## config.mk

```make
export PLATFORM = sky130hd
export DESIGN_NAME = inst_fetch_unit
export DESIGN_NICKNAME = d
export VERILOG_FILES = /design/src/rtl/inst_fetch_unit.sv
export SDC_FILE = /design/constraint.sdc
export NUM_CORES = 1
export LEC_CHECK = 0
export ABC_AREA = 1
export BUFFER_PORTS_ARGS = -buffer_cell sky130_fd_sc_hd__buf_4
export CAP_MARGIN = 20
export CORE_UTILIZATION = 35
export CTS_BUF_LIST = sky130_fd_sc_hd__clkbuf_4 sky130_fd_sc_hd__clkbuf_8
export DETAILED_ROUTE_END_ITERATION = 8
export PLACE_DENSITY = 0.65
export SETUP_SLACK_MARGIN = 0.4
export SLEW_MARGIN = 40
export SYNTH_ARGS = -nofsm -noshare
export SYNTH_HDL_FRONTEND = slang
export SYNTH_SLANG_ARGS = --single-unit
```

## constraint.sdc

```tcl
create_clock -name clk -period 1.1 [get_ports clk]
set_input_delay 0.11 -clock clk [delete_from_list [all_inputs] [get_ports clk]]
set_output_delay 0.11 -clock clk [all_outputs]
set_load 0.01 [all_outputs]
```

## src/rtl/inst_fetch_unit.sv

```systemverilog
// Instruction fetch stage: on a fetch request, reads one word over a two-phase
// (address, then data) valid/ready bus and presents it to the decoder.
module inst_fetch_unit #(
  parameter int ADDR_WIDTH = 32,
  parameter int INST_WIDTH = 32
) (
  input  logic                  clk,
  input  logic                  rst,
  input  logic                  inst_fetch,
  input  logic [ADDR_WIDTH-1:0] pc,
  output logic                  ir_addr_valid,
  input  logic                  ir_addr_ready,
  output logic [ADDR_WIDTH-1:0] ir_addr,
  input  logic                  ir_data_valid,
  output logic                  ir_data_ready,
  input  logic [INST_WIDTH-1:0] ir_data,
  output logic [INST_WIDTH-1:0] inst,
  output logic                  inst_valid,
  output logic                  busy,
  output logic                  fetch_misaligned,
  output logic                  fetch_overrun
);

  typedef enum logic [1:0] {IDLE, ADDR, DATA} state_t;

  state_t                state;
  logic [ADDR_WIDTH-1:0] addr_q;

  always_ff @(posedge clk) begin
    if (!rst) begin
      state            <= IDLE;
      addr_q           <= '0;
      inst             <= '0;
      inst_valid       <= 1'b0;
      fetch_misaligned <= 1'b0;
      fetch_overrun    <= 1'b0;
    end else begin
      inst_valid <= 1'b0;
      // A request while a transaction is in flight is dropped, only flagged.
      if (inst_fetch && state != IDLE) fetch_overrun <= 1'b1;
      case (state)
        IDLE: if (inst_fetch) begin
          addr_q <= {pc[ADDR_WIDTH-1:2], 2'b00};
          if (pc[1:0] != 2'b00) fetch_misaligned <= 1'b1;
          state <= ADDR;
        end
        ADDR: if (ir_addr_ready) state <= DATA;
        DATA: if (ir_data_valid) begin
          inst       <= ir_data;
          inst_valid <= 1'b1;
          state      <= IDLE;
        end
        default: state <= IDLE;
      endcase
    end
  end

  // Bus handshake outputs decode the state register only, never an input.
  assign ir_addr_valid = (state == ADDR);
  assign ir_data_ready = (state == DATA);
  assign busy          = (state != IDLE);
  assign ir_addr       = addr_q;

endmodule

```

### Yosys cells after proc, flatten, opt, wreduce, memory -nomap -nowiden

Cells that the tools add are included.

* output and inout bits: 70
* logic and storage cells: 25
* bits of input ports: 69
* register bits: 67

* equal/unequal tests: 5
* mux-type cells: 5
* reduce and logical (&&, ||, !) cells: 9

Operators with widths (number)
* $mux 2: 3
* $pmux 2 s3: 1
* $reduce_and 2->1: 3
* $reduce_and 3->1: 2
* $ne 2x2->1 const B: 2
* $reduce_bool 2->1: 2
* $eq 2x1->1 const B: 1
* $eq 2x2->1 const B: 1
* $logic_not 2->1: 1
* $ne 2x1->1 const B: 1
* $logic_and 1x1->1: 1
* $mux 1: 1

### Longest topological paths before layout

Gate-level depths: netlist of run 1.

* word-level depth: 3
* mapped depth: 7
* mapped depth without buffers: 6

### Worst setup path before layout of run 1

No wires, ideal clock.

* path type: register to register
* from: register state[0]
* to: register addr_q[22], in the netlist ir_addr[22]
* slack: 0.081 ns
* data required time: 0.987 ns
* buffers on the path: 1
* period minus slack after synthesis: 1.019 ns
* cell stages (with the launch flop): 8
* setup time: 0.113 ns
* arrival: 0.906 ns
* path through: dfxtp_1 > inv_2 > nand2_4 > nor2_8 > inv_6 > buf_8 > nor2_2 > nor2_1

* longest elaborated chain between the ends: 2

Ends and longest elaborated chain
* start, declared: RTL line 26 `state_t state;`
* start signal, assigned: RTL line 31 `state <= IDLE;`
* start signal, assigned: RTL line 45 `state <= ADDR;`
* start signal, assigned: RTL line 47 `ADDR: if (ir_addr_ready) state <= DATA;`
* $logic_not 2->1: RTL line 41 `case (state)`
* $reduce_and 2->1 (no line)
* end signal, assigned: RTL line 43 `addr_q <= {pc[ADDR_WIDTH-1:2], 2'b00};`
* end, declared: RTL line 27 `logic [ADDR_WIDTH-1:0] addr_q;`

No other way between the ends.
A chain may end at the register's enable or synchronous reset.

### Final worst setup path of run 1

* from: register state[1]
* to: register addr_q[9], in the netlist ir_addr[9]

Same word-level chain as after synthesis.

==> results of run 1 <==
## layout make-up
class                      count  area (µm²)  area share [%]
sequential                    67        1440            26.1
timing repair buffer         195        1940            35.3
timing repair inverter         3        60.1            1.09
inverter                       8        56.3            1.02
clock inverter                 2        10.0           0.182
tap                          102         128            2.32
multi-input combinational    209        1700            30.9
clock buffer                  14         174            3.16
## sequential cells by signal (all words and copies together), names as in the netlist
name / cells
fetch_misaligned: 1
fetch_overrun: 1
inst: 32
inst_valid: 1
ir_addr: 30
state: 2
## layer usage
layer	wire (µm)	part of all wire, %	vias up	GRT usage (%)
li1	-	-	1382	-
met1	3670	40	1349	23.3
met2	4810	53	100	32.8
met3	503	5.5	11	4.89
met4	107	1.2	0	7.29
met5	0	0	-	0
## tightest hold or removal path, stage by stage
cell	delay [ns]
sky130_fd_sc_hd__buf_4	0.09
sky130_fd_sc_hd__a21oi_2	0.04
sky130_fd_sc_hd__nor2_1	0.07
## metrics by stage
step | setup WS [ns] | instances | hold WS, ns | utilization [%] | cell area (µm²)
2_1_floorplan | 0.0810 | 304 | 0.238 | - | 2830
3_3_place_gp | 0.0414 | 527 | 0.332 | 50.1 | 3890
3_5_place_dp | 0.0186 | 527 | 0.342 | 50.1 | 3890
4_1_cts | -0.0818 | 577 | 0.000169 | 63.8 | 4960
5_1_grt | -0.153 | 600 | 0.0100 | 70.9 | 5510
6_report | -0.0978 | 600 | 0.0151 | 70.9 | 5510
## cell usage in the layout (no fill, tap or decap), types with 2 or more instances in the layout
master,n
sky130_fd_sc_hd__buf_4,96
sky130_fd_sc_hd__buf_6,71
sky130_fd_sc_hd__dfxtp_2,63
sky130_fd_sc_hd__nor2_1,36
sky130_fd_sc_hd__a21oi_2,33
sky130_fd_sc_hd__nor2_4,27
sky130_fd_sc_hd__o21ai_1,23
sky130_fd_sc_hd__nand3_2,19
sky130_fd_sc_hd__nand2_1,19
sky130_fd_sc_hd__dlygate4sd3_1,15
sky130_fd_sc_hd__nand3_4,13
sky130_fd_sc_hd__clkbuf_8,11
sky130_fd_sc_hd__buf_12,11
sky130_fd_sc_hd__nand2_2,10
sky130_fd_sc_hd__nand2_4,7
sky130_fd_sc_hd__o21ai_2,7
sky130_fd_sc_hd__nand2_8,5
sky130_fd_sc_hd__inv_16,4
sky130_fd_sc_hd__dfxtp_4,4
sky130_fd_sc_hd__inv_1,3
sky130_fd_sc_hd__nor2_2,3
sky130_fd_sc_hd__clkbuf_4,3
sky130_fd_sc_hd__inv_4,2
sky130_fd_sc_hd__a21oi_1,2
sky130_fd_sc_hd__conb_1,2
sky130_fd_sc_hd__clkinv_2,2
## power groups by stage
| stage | Clock, mW | Sequential [mW] | Combinational (mW) |
|---|---|---|---|
| floorplan | 0 | 2.72 | 0.415 |
| CTS | 1.96 | 2.66 | 1.28 |
| global placement | 0 | 2.67 | 0.907 |
| detailed placement | 0 | 2.67 | 0.923 |
| global route | 2.05 | 2.67 | 1.52 |
| finish | 1.90 | 2.66 | 1.43 |
## cells by family after synthesis
family	Yosys count	synth area share [%]
simple gates	136	27.2
compound gates	67	14.9
flops	67	47.6
buf+inv	32	10.3
other cells	1	0.133
## what timing repair did
action,in CTS,in global routing
pin swaps,3,26
setup endpoints to repair,135,135
hold buffers,15,0
gates cloned,5,4
setup buffers,14,19
hold endpoints to repair,15,0
gates resized for setup,180,76
## path summary, 6_finish.rpt
path | start | endpoint | slack, ns | depth (start not counted)
min | inst_fetch | fetch_overrun | 0.02 | 3
max reg2reg | state[1] | ir_addr[9] | -0.1 | 7
max | state[1] | ir_addr[9] | -0.1 | 7
min reg2reg | inst[0] | inst[0] | 0.47 | 2
==> out/results.env, run 1 <==
POST_ROUTE_CELLS_DRIVE_ABOVE_1_SHARE_PCT=79.5
INITIAL_DRT_MARKERS=66
IO_BUFFERS=136
NUM-FILL-CELLS=542
POSTSYNTH.TOPFLOPCELL='sky130_fd_sc_hd__dfxtp_1'
MAX_STAGE_DELAY_NS=0.37
YS_SEQ_ELEMENTS=67
POST-ROUTE-DRC-COUNT=0
SYN_AVG_CELL_AREA_UM2=9.31
TRITONCTS_CLOCK_TREE='done'
CP_CELL_SEQUENCE='inv_4, nand2_4, nor2_8, buf_12, inv_16, nor2_2, nor2_1'
CTS_MAX_PATH_BUFFERS=2
SYNTH.MOST_COMMON_CELL='sky130_fd_sc_hd__dfxtp_1'
WORST-PATH-MAX-FANOUT=8
CLOCK_POWER_SHARE_PCT=31.7
SETUP_VIOL=51
MAX_CAP_VIOLATIONS=0
POST_SYNTH_MOST_FREQUENT_CELLS='sky130_fd_sc_hd__dfxtp_1 (67), sky130_fd_sc_hd__nor2_1 (37), sky130_fd_sc_hd__nand2_1 (34)'
GRT_MAX_DEGREE=38
VIAS=2842
DRT-VIAS-PER-INSTANCE=4.74
CRITPATHTOPFAMILY='flip-flops'
CP-START-KIND='flop'
VIA_COUNT_OF_THE_FIRST_GLOBAL_ROUTING_PASS=2688
FIRST_PASS_ITERS=4
FP-ROW-COUNT=32
COUNT_OF_FLIP_FLOPS_WITH_A_BUILT_IN_ENABLE_AFTER_SYNTHESIS=0
RSZ0062_AT_GRT='yes'
TOTAL_BUFFERS_AND_INVERTERS_TRAVERSED_BY_THE_CRITICAL_PATH=3
REQUIRED_NS=1.33
CLKSINKCOUNT=67
AREA_DELTA_SYNTH_FINAL_PCT=95.3
CTSHTREEMAXLEVEL=3
SETUP_CRIT_END_KIND='flop'
IRDROPWORSTVDD_mV=0.642
DP_HPWL_UM=4800
FINAL_NETS=562
P_SEQ_SHARE_PCT=44.4
CRIT_PATH_TOP_DELAY_CELL='sky130_fd_sc_hd__dfxtp_4'
BIGGEST_AREA_CONSUMER_AMONG_SYNTHESIZED_CELLS='sky130_fd_sc_hd__dfxtp_1'
POST_SYNTH_INSTANCE_AREA_UM2=2820
ANTENNA_VIOLATIONS_BEFORE_REPAIR=0
FINALCRITICALPERIOD_NS=1.20
HIGHEST_CLOCK_RATE_MHz=835
FINAL.SETUP_SKEW_NS=0.00496
CRITICAL_PATH_ARRIVAL_NS=1.43
YOSYS_WARNINGS=0
CLKTRANSATPATHREGS_NS=0.07
COREAREA_UM2=7770
CTS_INSERTED_BUFFERS=9
IOPINCOUNT=139
FIRST_PASS_GRT_WIRE_LENGTH_UM=12800
POST-ROUTE-PERIOD-UTIL_PCT=109
ANT_CELLS=0
DRT.ANTENNA.VIOLATING_NETS=0
AVGROUTEDWIREPERCELL_UM=15.2
POST-ROUTE-WORST-SETUP-SLACK_NS=-0.0978
CLOCK_INSERTION_DELAY_WORST_SKEW_NS=0.33
GLOBALPLACE.CONGESTION=0.732
SWITCHINGPOWER_mW=1.66
VIOLATIONS='setup timing'
FINALSETUPTNS_NS=-3.20
HOLD_VIOL=0
SYNTH_ASYNC_SR_FLOP_SHARE_PCT=0
FP.DIEH_UM=91.8
POWER_DENSITY_nW_PER_UM2=1090
DIE_AREA_UM2=8420
SYNTH_CELLS=303
POWER.SHARE.COMBINATIONAL_PCT=23.8
YS_TOP_CELLS_BY_AREA='sky130_fd_sc_hd__dfxtp_1 (48%), sky130_fd_sc_hd__nand3_2 (7.1%), sky130_fd_sc_hd__a21oi_2 (6.5%)'
SETUP.WORST_PATH.CLASS='flop to flop'
INITIAL_UTILIZATION_PCT=36.3
POWER.INTERNAL_mW=4.33
HOLDCRITPATHCLASS='input port to flop'
DIE_WIDTH_UM=91.8
CTS.ROOT.BUFFER_CELL='sky130_fd_sc_hd__clkbuf_8'
FIN_TOTAL_PWR_mW=5.99
TIMING_MAX_TRANSITION_VIOLATIONS_FINAL=0
GROUTE.USAGE.OVERALL_PCT=19.3
SYNTH_SEQUENTIAL_AREA_RATIO_PCT=47.6
POWER_LEAKAGE_nW=2.18
SWITCHING_SHARE_PCT=27.7
GRT_OVERFLOW=0
POST_SYNTH_NUM_CELL_TYPES=27
RUN_STATUS='finished, violations left'
ROUTE.FINAL.WIRE_LENGTH_UM=9090
SYNTH_TOP_AREA_SHARE_PCT=47.6
Note: power is estimated with default switching activity, not from simulation.
==> run 2, diff against run 1 <==
--- a/config.mk
+++ b/config.mk
@@ -12,6 +12,7 @@
 export CTS_BUF_LIST = sky130_fd_sc_hd__clkbuf_4 sky130_fd_sc_hd__clkbuf_8
 export DETAILED_ROUTE_END_ITERATION = 8
 export PLACE_DENSITY = 0.65
+export REMOVE_ABC_BUFFERS = 1
 export SETUP_SLACK_MARGIN = 0.4
 export SLEW_MARGIN = 40
 export SYNTH_ARGS = -nofsm -noshare
==> run 2 against run 1 <==
The flow still finishes with violations (setup timing). Routed wire length increased by 9.5%. Final area decreased by 1.2%. Combinational power decreased by 6%. Clock skew increased by 0.0021 ns. First-iteration DRC count decreased by 1.5%. Utilization decreased by 0.89 points. Setup slack got worse by 0.10 ns. Global-route usage increased by 0.25 points. Die area unchanged. Sequential share of layout area increased by 0.24 points. Power increased by 4.2%. Register-to-register slack got worse by 0.10 ns. Critical endpoint is now ir_addr[8].
==> out/results.env, run 2 (synthesized netlist as in run 1, its figures left out) <==
CLOCK_INSERTION_DELAY_WORST_SKEW_NS=0.33  # about the same
DIE_AREA_UM2=8420  # unchanged
FIN_TOTAL_PWR_mW=6.24  # was 5.99 mW
VIA_COUNT_OF_THE_FIRST_GLOBAL_ROUTING_PASS=2743  # was 2688
AVGROUTEDWIREPERCELL_UM=16.4  # was 15.2 µm
SETUP.WORST_PATH.CLASS='flop to flop'  # unchanged
POWER_DENSITY_nW_PER_UM2=1150  # was 1090 nW/µm²
POST_ROUTE_CELLS_DRIVE_ABOVE_1_SHARE_PCT=75.8  # was 79.5%
REGTOREGENDPOINT='ir_addr[8]'  # was ir_addr[9]
RSZ0062_AT_GRT='yes'  # unchanged
IO_BUFFERS=136  # unchanged
VIOLATIONS='setup timing'  # unchanged
LARGEST_REGISTER_FFS=32  # unchanged
INITIAL_UTILIZATION_PCT=36.3  # unchanged
CRIT-REG2REG-LAUNCH='state[0]'  # was state[1]
TIMING_MAX_TRANSITION_VIOLATIONS_FINAL=0  # unchanged
HOLD_VIOL=0  # unchanged
CTS_MAX_PATH_BUFFERS=2  # unchanged
SETUP_CRIT_END_KIND='flop'  # unchanged
POST-ROUTE-WORST-SETUP-SLACK_NS=-0.197  # was -0.0978 ns
INITIAL_DRT_MARKERS=65  # was 66
CORE_OCCUPANCY_IN_THE_FINISHED_LAYOUT_PCT=70.0  # was 70.9%
REG2REG_DEPTH=8  # was 7
FP.DIEH_UM=91.8  # unchanged
DRT-VIAS-PER-INSTANCE=4.83  # was 4.74
GRT_OVERFLOW=0  # unchanged
CRITPATHCAPTURE='ir_addr[8]'  # was ir_addr[9]
PRE_CTS_WS_NS=-0.0103  # was 0.0186 ns
CRITICAL_PATH_ARRIVAL_NS=1.56  # was 1.43 ns
REQUIRED_NS=1.36  # was 1.33 ns
COREAREA_UM2=7770  # unchanged
FINAL_NETS=569  # was 562
LAYOUT_COMMON_CELLS='sky130_fd_sc_hd__buf_4 (92), sky130_fd_sc_hd__buf_6 (72), sky130_fd_sc_hd__dfxtp_2 (65)'  # was sky130_fd_sc_hd__buf_4 (96), sky130_fd_sc_hd__buf_6 (71), sky130_fd_sc_hd__dfxtp_2 (63)
DPL-INSTANCE-AREA_UM2=3870  # was 3890 µm²
MOSTFREQUENTLAYOUTCELL='sky130_fd_sc_hd__buf_4'  # unchanged
VIAS=2924  # was 2842
CLKSINKCOUNT=67  # unchanged
HIGHEST_CLOCK_RATE_MHz=771  # was 835 MHz
CRIT_START='state[0]'  # was state[1]
CTS_INSERTED_BUFFERS=9  # unchanged
HOLD_WS_NS=0.0155  # was 0.0151 ns
FINALSETUPTNS_NS=-6.18  # was -3.20 ns
CTSHTREEMAXLEVEL=3  # unchanged
PLACED_CELLS_INCL_TAPS=529  # was 527
FP-ROW-COUNT=32  # unchanged
IOPINCOUNT=139  # unchanged
WORST-PATH-MAX-FANOUT=7  # was 8
FIRST_PASS_ITERS=4  # unchanged
DP_HPWL_UM=4880  # was 4800 µm
MAX_FLOP_REGISTER='inst'  # unchanged
GLOBALPLACE.CONGESTION=0.737  # was 0.732
POWER_LEAKAGE_nW=2.17  # was 2.18 nW
NUM-FILL-CELLS=529  # was 542
DRT.ANTENNA.VIOLATING_NETS=0  # unchanged
ANT_CELLS=0  # unchanged
STDCELL_AREA_UM2=5440  # was 5510 µm²
CP-START-KIND='flop'  # unchanged
AREA_DELTA_SYNTH_FINAL_PCT=92.9  # was 95.3%
GRT_MAX_DEGREE=32  # was 38
CLKTRANSATPATHREGS_NS=0.07  # about the same
DIE_WIDTH_UM=91.8  # unchanged
IRDROPWORSTVDD_mV=0.733  # was 0.642 mV
FINAL.SETUP_SKEW_NS=0.00704  # was 0.00496 ns
POST-ROUTE-DRC-COUNT=0  # unchanged
POST-ROUTE-PERIOD-UTIL_PCT=118  # was 109%
ROUTE.FINAL.WIRE_LENGTH_UM=9950  # was 9090 µm
SETUP_VIOL=64  # was 51
FINALCRITICALPERIOD_NS=1.30  # was 1.20 ns
HOLDCRITPATHCLASS='input port to flop'  # unchanged
ANTENNA_VIOLATIONS_BEFORE_REPAIR=0  # unchanged
TRITONCTS_CLOCK_TREE='done'  # unchanged
CTS.ROOT.BUFFER_CELL='sky130_fd_sc_hd__clkbuf_8'  # unchanged
MAX_CAP_VIOLATIONS=0  # unchanged
FF2FF_SETUP_SLACK_NS=-0.20  # was -0.1 ns
FIRST_PASS_GRT_WIRE_LENGTH_UM=13100  # was 12800 µm
INSTANCES_NO_FILL=606  # was 600
RUN_STATUS='finished, violations left'  # unchanged
GROUTE.USAGE.OVERALL_PCT=19.5  # was 19.3%
-- run 2: changes by cell type in the layout (fill, tap and decap cells not counted), sizes merged --
cell         delta
inv             -1
dlygate4sd3    +12
bufinv          +1
clkbuf          +2
buf             -6
clkinv          -2
-- run 2: per-layer routing --
metal | share of wire [%] | GRT usage [%] | wire length (µm) | up-vias
met3 | 7.5 | 5.47 | 742 | 11
li1 | - | - | - | 1388
met4 | 1.4 | 7.55 | 136 | 0
met5 | 0 | 0 | 0 | -
met2 | 52 | 34.1 | 5180 | 137
met1 | 39 | 22.6 | 3900 | 1388
-- run 2: critical path: stages (launching register included) --
cell and delay, ns:
sky130_fd_sc_hd__dfxtp_4 0.36, sky130_fd_sc_hd__inv_4 0.07, sky130_fd_sc_hd__buf_6 0.11, sky130_fd_sc_hd__nand2_8 0.06, sky130_fd_sc_hd__nor2_8 0.13, sky130_fd_sc_hd__buf_12 0.16, sky130_fd_sc_hd__clkbuf_16 0.16, sky130_fd_sc_hd__o21ai_2 0.06
sky130_fd_sc_hd__nor2_1 0.12
-- run 2: timing repair --
item                       4_1_cts  5_1_grt
setup endpoints to repair      135      135
hold buffers                    27        0
pin swaps                        0       35
hold endpoints to repair        28        0
cloned                           1        9
gates resized for setup        139       81
setup buffers                    8       17
-- run 2: layout make-up --
| cell class | count | area, µm² | area share, % |
|---|---|---|---|
| clock buffer | 14 | 186 | 3.43 |
| clock inverter | 1 | 30.0 | 0.552 |
| inverter | 8 | 50.0 | 0.920 |
| multi-input combinational | 209 | 1580 | 29.0 |
| sequential | 67 | 1430 | 26.3 |
| tap | 102 | 128 | 2.35 |
| timing repair buffer | 203 | 2020 | 37.2 |
| timing repair inverter | 2 | 17.5 | 0.322 |
-- run 2: power by group --
group	total (mW)	internal (mW)	switching, mW	leakage [nW]
clock	2.23	1.31	0.915	0.112
sequential	2.66	2.57	0.0948	0.576
combinational	1.35	0.724	0.625	1.48
total	6.24	4.60	1.63	2.17
-- run 2: how the worst min path moves through the flow --
stage | cells after the start | from | endpoint
3_3_place_gp | 3 | pc[8] | ir_addr[8]
4_1_cts | 3 | inst_fetch | fetch_overrun
2_1_floorplan | 2 | pc[10] | ir_addr[10]
6_report | 3 | inst_fetch | fetch_overrun
5_1_grt | 3 | inst_fetch | fetch_overrun
3_5_place_dp | 3 | pc[25] | ir_addr[25]
